**src/rtl/miner_pkg.sv**
```systemverilog
// Shared definitions for the SHA3-256 mining core: control/status bit
// positions, the nonce sequencer state type and default widths.
package miner_pkg;

  localparam int NONCE_W_DEFAULT = 64;
  localparam int HASH_W_DEFAULT  = 256;

  localparam int CTL_RUN  = 0;
  localparam int CTL_TEST = 1;
  localparam int CTL_HALT = 2;

  localparam int ST_FOUND = 0;
  localparam int ST_RUN   = 1;
  localparam int ST_TEST  = 2;

  typedef enum logic [1:0] {
    S_IDLE,
    S_RUN,
    S_DRAIN,
    S_DONE
  } state_e;

endpackage

```
**src/rtl/miner_inflight_cnt.sv**
```systemverilog
// Counts nonces issued to the hash pipeline that have not yet come back.
// A return while nothing is outstanding is dropped so the count cannot wrap.
module miner_inflight_cnt #(
  parameter int MAX_INFLIGHT = 24
) (
  input  logic clk,
  input  logic rst,
  input  logic inc_i,
  input  logic dec_i,
  output logic full_o,
  output logic empty_o,
  output logic last_o
);

  localparam int            CW    = $clog2(MAX_INFLIGHT + 1);
  localparam logic [CW-1:0] MAX_C = CW'(MAX_INFLIGHT);

  logic [CW-1:0] count_q, count_d;
  logic          dec_ok;

  assign dec_ok = dec_i & (count_q != '0);

  always_comb begin
    count_d = count_q;
    if (inc_i & ~dec_ok) begin
      count_d = count_q + CW'(1);
    end else if (dec_ok & ~inc_i) begin
      count_d = count_q - CW'(1);
    end
  end

  always_ff @(posedge clk or posedge rst) begin
    if (rst) begin
      count_q <= '0;
    end else begin
      count_q <= count_d;
    end
  end

  assign full_o  = (count_q >= MAX_C);
  assign empty_o = (count_q == '0);
  assign last_o  = (count_q == CW'(1));

endmodule

```
**src/rtl/miner_nonce_ctl.sv**
```systemverilog
// Nonce sequencer and result checker: issues consecutive nonces to the hash
// pipeline, compares returned digests with the difficulty and keeps the first win.
module miner_nonce_ctl
  import miner_pkg::*;
#(
  parameter int NONCE_W      = NONCE_W_DEFAULT,
  parameter int HASH_W       = HASH_W_DEFAULT,
  parameter int MAX_INFLIGHT = 24
) (
  input  logic               clk,
  input  logic               rst,
  input  logic [NONCE_W-1:0] start_nonce,
  input  logic [HASH_W-1:0]  difficulty,
  input  logic [18:0]        control,
  output logic               issue_valid,
  input  logic               issue_ready,
  output logic [NONCE_W-1:0] issue_nonce,
  input  logic               res_valid,
  input  logic [NONCE_W-1:0] res_nonce,
  input  logic [HASH_W-1:0]  res_digest,
  output logic [NONCE_W-1:0] solution,
  output logic [2:0]         status,
  output logic               irq
);

  state_e             state_q, state_d;
  logic [NONCE_W-1:0] counter_q, counter_d;
  logic [NONCE_W-1:0] solution_q, solution_d;
  logic               found_q, found_d;
  logic               run_prev_q;

  logic run, test, halt, run_rise, running;
  logic issue_hs, res_ok, win;
  logic inf_full, inf_empty, inf_last;
  logic ctl_pad_unused;

  assign run            = control[CTL_RUN];
  assign test           = control[CTL_TEST];
  assign halt           = control[CTL_HALT];
  assign ctl_pad_unused = ^control[18:3];
  assign run_rise       = run & ~run_prev_q;

  assign issue_valid = (state_q == S_RUN) & ~halt & ~inf_full;
  assign issue_nonce = counter_q;
  assign issue_hs    = issue_valid & issue_ready;

  // Stray results with nothing outstanding are treated as if never seen.
  assign res_ok = res_valid & ~inf_empty;
  assign win    = res_ok & (test | (res_digest < difficulty));

  miner_inflight_cnt #(
    .MAX_INFLIGHT(MAX_INFLIGHT)
  ) u_inflight (
    .clk    (clk),
    .rst    (rst),
    .inc_i  (issue_hs),
    .dec_i  (res_valid),
    .full_o (inf_full),
    .empty_o(inf_empty),
    .last_o (inf_last)
  );

  always_comb begin
    state_d    = state_q;
    counter_d  = counter_q;
    found_d    = found_q;
    solution_d = solution_q;
    case (state_q)
      S_IDLE: begin
        if (run_rise) begin
          counter_d  = start_nonce;
          found_d    = 1'b0;
          solution_d = '0;
          state_d    = S_RUN;
        end
      end
      S_RUN: begin
        if (issue_hs) begin
          counter_d = counter_q + NONCE_W'(1);
        end
        if (win) begin
          solution_d = res_nonce;
          found_d    = 1'b1;
          state_d    = S_DRAIN;
        end else if (!run) begin
          state_d = S_DRAIN;
        end
      end
      // Leave as soon as the last outstanding result is being returned.
      S_DRAIN: begin
        if (inf_empty | (inf_last & res_ok)) begin
          state_d = found_q ? S_DONE : S_IDLE;
        end
      end
      S_DONE: begin
        if (!run) begin
          state_d = S_IDLE;
        end
      end
      default: state_d = S_IDLE;
    endcase
  end

  always_ff @(posedge clk or posedge rst) begin
    if (rst) begin
      state_q    <= S_IDLE;
      counter_q  <= '0;
      solution_q <= '0;
      found_q    <= 1'b0;
      run_prev_q <= 1'b0;
    end else begin
      state_q    <= state_d;
      counter_q  <= counter_d;
      solution_q <= solution_d;
      found_q    <= found_d;
      run_prev_q <= run;
    end
  end

  assign running = (state_q == S_RUN) | (state_q == S_DRAIN);

  always_comb begin
    status           = '0;
    status[ST_FOUND] = found_q;
    status[ST_RUN]   = running;
    status[ST_TEST]  = test & running;
  end

  assign solution = solution_q;
  assign irq      = found_q;

endmodule

```
**config.mk**
```make
export PLATFORM = sky130hd
export DESIGN_NAME = miner_nonce_ctl
export DESIGN_NICKNAME = d
export VERILOG_FILES = /design/src/rtl/miner_pkg.sv /design/src/rtl/miner_inflight_cnt.sv /design/src/rtl/miner_nonce_ctl.sv
export SDC_FILE = /design/constraint.sdc
export NUM_CORES = 1
export LEC_CHECK = 0
export BUFFER_PORTS_ARGS = -buffer_cell sky130_fd_sc_hd__buf_2
export CORE_AREA = 2 2 312 314
export CTS_BUF_LIST = sky130_fd_sc_hd__clkbuf_8
export DETAILED_ROUTE_END_ITERATION = 12
export DIE_AREA = 0 0 314 316
export PLACE_DENSITY_LB_ADDON = 0.12
export SLEW_MARGIN = 20
export SYNTH_ARGS = -nofsm -noshare
export SYNTH_HDL_FRONTEND = slang
export SYNTH_SLANG_ARGS = --single-unit
```
**constraint.sdc**
```tcl
create_clock -name clk -period 6.1 [get_ports clk]
set_input_delay 0.61 -clock clk [delete_from_list [all_inputs] [get_ports clk]]
set_output_delay 0.61 -clock clk [all_outputs]
set_load 0.05 [all_outputs]
```
==> run summary, run 1 <==
=================================================================================================================
Status                                                                                               complete, no violations
Complex-gate fraction of the synthesized area                                                               22.7%
Hold path endpoint                                                                                   run_prev_q$_DFF_PP0_
Number of core rows                                                                                           114
Most common cell after layout, fill and taps aside                                                          buf_2
Gpl congestion                                                                                              0.872
Required arrival time at the worst endpoint                                                               6.41 ns
P_leak                                                                                                    10.7 nW
Kind of start point of the critical path                                                                 register
Clock share of power                                                                                        11.5%
Sw Share                                                                                                    57.3%
Sequential group share of total power                                                                       25.2%
Synthesis Warnings                                                                                              0
Post-Route Setup TNS                                                                                         0 ns
Drc violations                                                                                                  0
Setup bufs post-CTS                                                                                             0
Placed cell area                                                                                       0.0190 mm²
Number of H-tree levels                                                                                         4
1st-iter DRT viols                                                                                            597
Final period util                                                                                           72.3%
Final setup fails                                                                                               0
Final WL                                                                                                 71800 µm
Fin nets                                                                                                     3370
Launch point of the worst hold path                                                                    control[0]
Worst EP arrival                                                                                          4.72 ns
Final Max Slew Viols                                                                                            0
Main combinational cell family by area after synthesis                                                adder cells
Die X                                                                                                      314 µm
Part of the Yosys area used for sequential elements                                                         25.0%
Library cell used as clock root buffer                                                                   clkbuf_8
Reg-to-reg setup timing slack                                                                             1.69 ns
Setup repair after global routing missed its margin                                                            no
Gate Count Post-Synth                                                                                        1694
Relative area change from synthesis to final layout                                                         41.8%
Maximum number of pins on one net before global-route repair                                                   96
Worst supply voltage drop on vdd                                                                         0.239 mV
I/O pin count                                                                                                 796
Share of cell area taken by muxes after synthesis                                                          0.592%
Number of routed nets with antenna violations                                                                   0
Clock Tree Buf Depth                                                                                            2
Area inside the core boundary                                                                          0.0960 mm²
Overall overflow remaining after global route                                                                   0
TritonCTS clock tree                                                                                        built
Worst-Margin Slew                                                                                         1.10 ns
Hold Crit Class                                                                                            in2reg
Hold Path Depth                                                                                                 1
Hold Violations, Final                                                                                          0
R2R Path Start                                                                                       state_q[1]$_DFFE_PP0P_
Worst Clk Skew                                                                                          0.0225 ns
Minimum clock period after layout                                                                         4.41 ns
Number of buffers added by the clock tree synthesis step                                                       17
Count of cells along the worst register-to-register path                                                       10
Synthesized area                                                                                       0.0137 mm²
Psw                                                                                                       4.02 mW
Total power divided by cell area                                                                       360 mW/mm²
Total Power                                                                                               7.01 mW
Net count of the mapped netlist                                                                              2623
Port Buffers                                                                                                  779
Antenna violations before repair                                                                               59
Simple-gate area share of the yosys netlist                                                                 17.6%
Number of maximum-capacitance violations                                                                        0
EDFF count, synth                                                                                               0
CP Class                                                                                                  reg2reg
Flip-flop cell with the highest count after synthesis                                                     dfrtp_1
Cells taking the most area after synthesis                                                           dfrtp_1 (25%), ha_1 (24%), inv_1 (7.5%)
Via Count                                                                                                   15800
Tot GR Track Use                                                                                            13.8%
Worst skew pair latency                                                                                   0.49 ns
Synthesized-area fraction occupied by xor and xnor cells                                                   0.319%
Post-cts resize count                                                                                           0
Mean area per synthesized cell                                                                           8.11 µm²
Cell variety after synth                                                                                       64
Crit path max fanout                                                                                           90
Synthesized flop and latch total                                                                              137
Share of flip-flops with an asynchronous set or reset after synthesis                                        100%
Initial cell density of the core                                                                            14.3%
Number of clock sinks                                                                                         137
Global-route wire length before repair                                                                  103000 µm
Post-DR vias/cell                                                                                            4.21
Routed length per placed instance                                                                         19.2 µm
Half-perimeter wire length after placement                                                               62000 µm
Commonest cells after routing, fill and taps aside                                                   buf_2 (779), inv_1 (274), ha_1 (265)
Library cell with the largest summed area after synthesis                                                 dfrtp_1
Total iterations of the first detailed-routing run                                                              5
Post-CTS Hold Fix Bufs                                                                                          0
Share of the synthesized area in the top cell type                                                          25.0%
DIE AREA                                                                                               0.0992 mm²
Number of fillers in the final layout                                                                       11000
Number of global-route vias before repair                                                                   16200
Highest clock rate                                                                                      0.227 GHz
Height of the die                                                                                          316 µm
Endpoint of the most critical register-to-register path                                              issue_nonce[22]$_DFFE_PP0P_
Final Instance Area                                                                                    0.0195 mm²
Tightest slew margin relative to the limit                                                                  26.7%
Fraction of final layout cells with drive strength greater than 1                                           34.6%
Combinational Power Share                                                                                   63.3%
Critical path endpoint category                                                                          register
Arithmetic-cell share of the synthesized area counting full adders, half adders and majority gates          24.2%
Design internal power                                                                                     2.99 mW
Clock transition time at the flip-flop clock pins of the worst setup and hold paths                       0.09 ns
=================================================================================================================
==> layout make-up <==
class | count | area (µm²) | share of cell area [%]
Antenna cell | 15 | 37.5 | 0.193
Clock buffer | 17 | 234 | 1.20
Multi-Input combinational cell | 1221 | 9010 | 46.3
Timing Repair Buffer | 789 | 3970 | 20.4
Clock inverter | 14 | 160 | 0.822
Tap cell | 1276 | 1600 | 8.20
Sequential cell | 137 | 3430 | 17.6
Inverter | 275 | 1040 | 5.33
==> cell usage after synthesis, types with 8 or more instances <==
cell and count:
inv_1 275, ha_1 266, a21oi_1 196, dfrtp_1 137, nand4_1 128, nand2_1 119, o21ai_0 80, nand3_1 63
nor2_1 52, a21bo_1 50, o22ai_1 45, clkbuf_1 39, a21o_1 20, nor4_1 20, and3_1 18, a21bo_2 14
nor3_1 14, a31oi_1 11, o21a_1 10, and4_1 9, a221oi_1 8
==> sequential cells by signal, summed over array words and instances (netlist names) <==
| register | cells |
|---|---|
| issue_nonce | 64 |
| solution | 64 |
| u_inflight.count_q | 5 |
| state_q | 2 |
| irq | 1 |
| run_prev_q | 1 |
==> worst max-delay path, stage by stage, from the launching register on <==
cell and delay, ns:
dfrtp_1 0.43, inv_1 0.15, ha_4 0.83, inv_1 0.66, a211oi_1 0.41, and2_1 0.28
o21a_2 0.56, buf_4 0.52, nand2_1 0.11, mux2i_1 0.15, a21oi_1 0.08
==> worst max path at each step <==
| stage | startpoint | end | slack (ns) | cells after the start |
|---|---|---|---|---|
| CTS | u_inflight.count_q[0]$_DFFE_PP0P_ | state_q[1]$_DFFE_PP0P_ | 1.46 | 11 |
| global route | state_q[1]$_DFFE_PP0P_ | issue_nonce[63]$_DFFE_PP0P_ | 1.29 | 10 |
| floorplan | rst | irq$_DFFE_PP0P_ | 1.82 | 1 |
| global placement | difficulty[247] | state_q[1]$_DFFE_PP0P_ | 1.17 | 13 |
| detailed placement | difficulty[247] | state_q[1]$_DFFE_PP0P_ | 1.12 | 13 |
| finish | state_q[1]$_DFFE_PP0P_ | issue_nonce[22]$_DFFE_PP0P_ | 1.69 | 10 |
==> power groups by stage <==
stage	combinational, mW	clock (mW)	sequential, mW
5_1_grt	4.82	0.887	1.84
3_5_place_dp	4.50	0	1.79
3_3_place_gp	4.48	0	1.78
2_1_floorplan	1.96	0	2.94
4_1_cts	4.52	0.856	1.77
6_report	4.44	0.807	1.77
==> stage by stage <==
step,hold WS [ns],setup WS (ns),util (%),std cells
detailed placement,0.459,1.12,19.8,3698
CTS,0.239,1.46,20.3,3729
floorplan,0.486,1.82,-,1694
global route,0.241,1.29,20.3,3737
global placement,0.457,1.17,19.8,3698
finish,0.293,1.69,20.3,3744
==> layer usage <==
metal	global-route usage [%]	wire length, µm	vias up
met2	26.7	38300	545
li1	-	-	7643
met1	14.9	27300	7415
met5	0	264	-
met4	2.65	1210	40
met3	3.90	4760	120
==> cells by family after synthesis <==
| group | after synthesis |
|---|---|
| AO/OA/AOI/OAI | 487 |
| AND/OR/NAND/NOR | 455 |
| multiplexers | 8 |
| XOR/XNOR | 5 |
| buffers and inverters | 336 |
| adder cells (fa/ha/maj) | 266 |
| flip-flops | 137 |
Power figures use the tool's default switching activity.
==> run 2, diff against run 1 <==
--- a/config.mk
+++ b/config.mk
@@ -5,11 +5,12 @@
 export SDC_FILE = /design/constraint.sdc
 export NUM_CORES = 1
 export LEC_CHECK = 0
+export ABC_AREA = 1
 export BUFFER_PORTS_ARGS = -buffer_cell sky130_fd_sc_hd__buf_2
-export CORE_AREA = 2 2 312 314
+export CORE_AREA = 2 2 308 310
 export CTS_BUF_LIST = sky130_fd_sc_hd__clkbuf_8
 export DETAILED_ROUTE_END_ITERATION = 12
-export DIE_AREA = 0 0 314 316
+export DIE_AREA = 0 0 310 312
 export PLACE_DENSITY_LB_ADDON = 0.12
 export SLEW_MARGIN = 20
 export SYNTH_ARGS = -nofsm -noshare
==> constraint.sdc (replaced) <==
create_clock -name clk -period 4 [get_ports clk]
set_input_delay 0.4 -clock clk [delete_from_list [all_inputs] [get_ports clk]]
set_output_delay 0.4 -clock clk [all_outputs]
set_load 0.05 [all_outputs]
==> run summary, run 2 <==
=================================================================================================================
Status                                                                                               complete, no violations
Number of buffers added by the clock tree synthesis step                                                       17
Cell variety after synth                                                                                       54
R2R Path Start                                                                                       issue_nonce[0]$_DFFE_PP0P_
Tot GR Track Use                                                                                            14.7%
CP Class                                                                                                  reg2reg
Number of maximum-capacitance violations                                                                        0
Fraction of final layout cells with drive strength greater than 1                                           31.5%
Synthesis Warnings                                                                                              0
Top cell types by occurrence after synthesis                                                         nand2_1 (411), inv_1 (387), ha_1 (266)
Setup crit start                                                                                     issue_nonce[0]$_DFFE_PP0P_
Global-route wire length before repair                                                                  105000 µm
1st-iter DRT viols                                                                                            731
Worst-Margin Slew                                                                                        0.743 ns
Mean area per synthesized cell                                                                           7.04 µm²
Gpl congestion                                                                                              0.885
Synthesized-area fraction occupied by xor and xnor cells                                                    1.78%
Worst supply voltage drop on vdd                                                                         0.541 mV
Clock transition time at the flip-flop clock pins of the worst setup and hold paths                       0.10 ns
Final setup fails                                                                                               0
Number of clock sinks                                                                                         137
Required arrival time at the worst endpoint                                                               4.36 ns
Commonest cells after routing, fill and taps aside                                                   buf_2 (779), nand2_1 (410), inv_1 (384)
Setup bufs post-CTS                                                                                             0
Hold Violations, Final                                                                                          0
DIE AREA                                                                                               0.0967 mm²
Share of flip-flops with an asynchronous set or reset after synthesis                                        100%
EDFF count, synth                                                                                               0
Initial cell density of the core                                                                            15.3%
Hold Crit Class                                                                                            in2reg
Total iterations of the first detailed-routing run                                                              5
Post-DR vias/cell                                                                                            3.87
Reg-to-reg setup timing slack                                                                             1.01 ns
Simple-gate area share of the yosys netlist                                                                 22.7%
Arithmetic-cell share of the synthesized area counting full adders, half adders and majority gates          23.3%
Overall overflow remaining after global route                                                                   0
Routed length per placed instance                                                                         17.8 µm
Top-count cell post-synth                                                                                 nand2_1
Number of H-tree levels                                                                                         4
Gate Count Post-Synth                                                                                        2025
Height of the die                                                                                          312 µm
Crit path max fanout                                                                                            5
Total power divided by cell area                                                                       514 mW/mm²
Library cell with the largest summed area after synthesis                                                 dfrtp_1
Post-Route Setup TNS                                                                                         0 ns
Share of the core filled with cells                                                                         21.7%
Kind of start point of the critical path                                                                 register
Number of fillers in the final layout                                                                       10900
TritonCTS clock tree                                                                                        built
Net count of the mapped netlist                                                                              2954
Worst EP arrival                                                                                          3.35 ns
Synthesized flop and latch total                                                                              137
Via Count                                                                                                   15800
Highest clock rate                                                                                      0.334 GHz
Maximum number of pins on one net before global-route repair                                                  156
Half-perimeter wire length after placement                                                               63700 µm
Port Buffers                                                                                                  779
Worst skew pair latency                                                                                   0.48 ns
Minimum clock period after layout                                                                         2.99 ns
Complex-gate fraction of the synthesized area                                                               16.1%
Fin nets                                                                                                     3714
Worst Clk Skew                                                                                          0.0200 ns
Number of core rows                                                                                           112
I/O pin count                                                                                                 796
Most common cell after layout, fill and taps aside                                                          buf_2
Number of global-route vias before repair                                                                   16100
Main combinational cell family by area after synthesis                                                adder cells
Final WL                                                                                                 72600 µm
Cells taking the most area after synthesis                                                           dfrtp_1 (24%), ha_1 (23%), nand2_1 (11%)
Share of the synthesized area in the top cell type                                                          24.0%
Setup repair after global routing missed its margin                                                            no
Share of cell area taken by muxes after synthesis                                                              0%
Antenna violations before repair                                                                               42
Library cell used as clock root buffer                                                                   clkbuf_8
Critical path endpoint category                                                                          register
Clock Tree Buf Depth                                                                                            2
Drc violations                                                                                                  0
Number of routed nets with antenna violations                                                                   0
Final period util                                                                                           74.9%
P_leak                                                                                                    11.3 nW
Launch point of the worst hold path                                                                    control[0]
Part of the Yosys area used for sequential elements                                                         24.0%
Relative area change from synthesis to final layout                                                         41.4%
Flip-flop cell with the highest count after synthesis                                                     dfrtp_1
Synthesized area                                                                                       0.0143 mm²
Area inside the core boundary                                                                          0.0930 mm²
Final Max Slew Viols                                                                                            0
Tightest slew margin relative to the limit                                                                  50.4%
Die X                                                                                                      310 µm
=================================================================================================================
==> run 2: path summary, 6_finish.rpt <==
check                                         endpoint  cells after the start
min                               run_prev_q$_DFF_PP0_                      1
min reg2reg                   solution[61]$_DFFE_PP0P_                      2
max reg2reg                issue_nonce[60]$_DFFE_PP0P_                     15
min in group asynchronous     solution[53]$_DFFE_PP0P_                      3
max in group asynchronous  issue_nonce[15]$_DFFE_PP0P_                      4
max                        issue_nonce[60]$_DFFE_PP0P_                     15
==> run 2: cell type report <==
type / instances / area (µm²) / area share [%]
timing repair buffer: 792 / 4090 / 20.3
tap: 1254 / 1570 / 7.79
inverter: 392 / 1480 / 7.33
antenna: 18 / 45.0 / 0.224
clock buffer: 17 / 234 / 1.16
clock inverter: 15 / 175 / 0.869
sequential: 137 / 3430 / 17.0
multi-input combinational: 1445 / 9140 / 45.3
==> run 2: cell families (layout without fill, tap and decap cells) <==
| logic type | Yosys count | after routing |
|---|---|---|
| buffers and inverters | 443 | 1216 |
| AOI/OAI and AO/OA | 424 | 424 |
| adders and majority gates | 266 | 266 |
| DFF | 137 | 137 |
| xor gates and xnor gates | 29 | 29 |
| other | 0 | 18 |
| and+or+nand+nor | 726 | 726 |
==> run 2: where the power goes <==
group / total, mW / switching (mW) / internal, mW
Sequential: 2.46 / 0.517 / 1.94
Combinational: 6.62 / 4.77 / 1.86
Clock: 1.28 / 0.748 / 0.530
==> run 2: worst max-delay path: stages (launching register included) <==
cell and delay [ns]:
dfrtp_1 0.48, ha_1 0.22, nand2_2 0.06, nor2_1 0.11, nand2_1 0.12, nor2_2 0.11, nand2_2 0.10, nor3_2 0.29
nand2_1 0.17, nor2_2 0.26, nand2_1 0.17, nor4_2 0.33, or2_2 0.18, nand3_1 0.06, o211ai_1 0.11, o21ai_0 0.10
==> run 2: stage by stage <==
stage	cells	hold WS (ns)	instance area [µm²]	worst slack, ns	power (mW)
after floorplan	2025	0.431	14300	0.673	7.03
after global placement	4019	0.460	19700	0.531	9.30
after detailed placement	4019	0.468	19700	0.496	9.25
after CTS	4052	0.0432	20100	0.942	10.6
after global routing	4058	0.0446	20100	0.608	11.3
final	4070	0.0932	20200	1.01	10.4
==> run 2: repair_timing <==
| item | 4_1_cts | 5_1_grt |
|---|---|---|
| endpoints found under the hold margin | 22 | 0 |
| gates resized for setup | 0 | 0 |
| hold buffers | 1 | 0 |
| setup endpoints to repair | 0 | 0 |
==> run 2: routing by layer <==
| metal | part of all wire [%] | GRT usage, % |
|---|---|---|
| met5 | 0.21 | 0 |
| met4 | 0.89 | 1.80 |
| met3 | 6.1 | 3.70 |
| met2 | 49 | 25.9 |
| met1 | 44 | 18.4 |
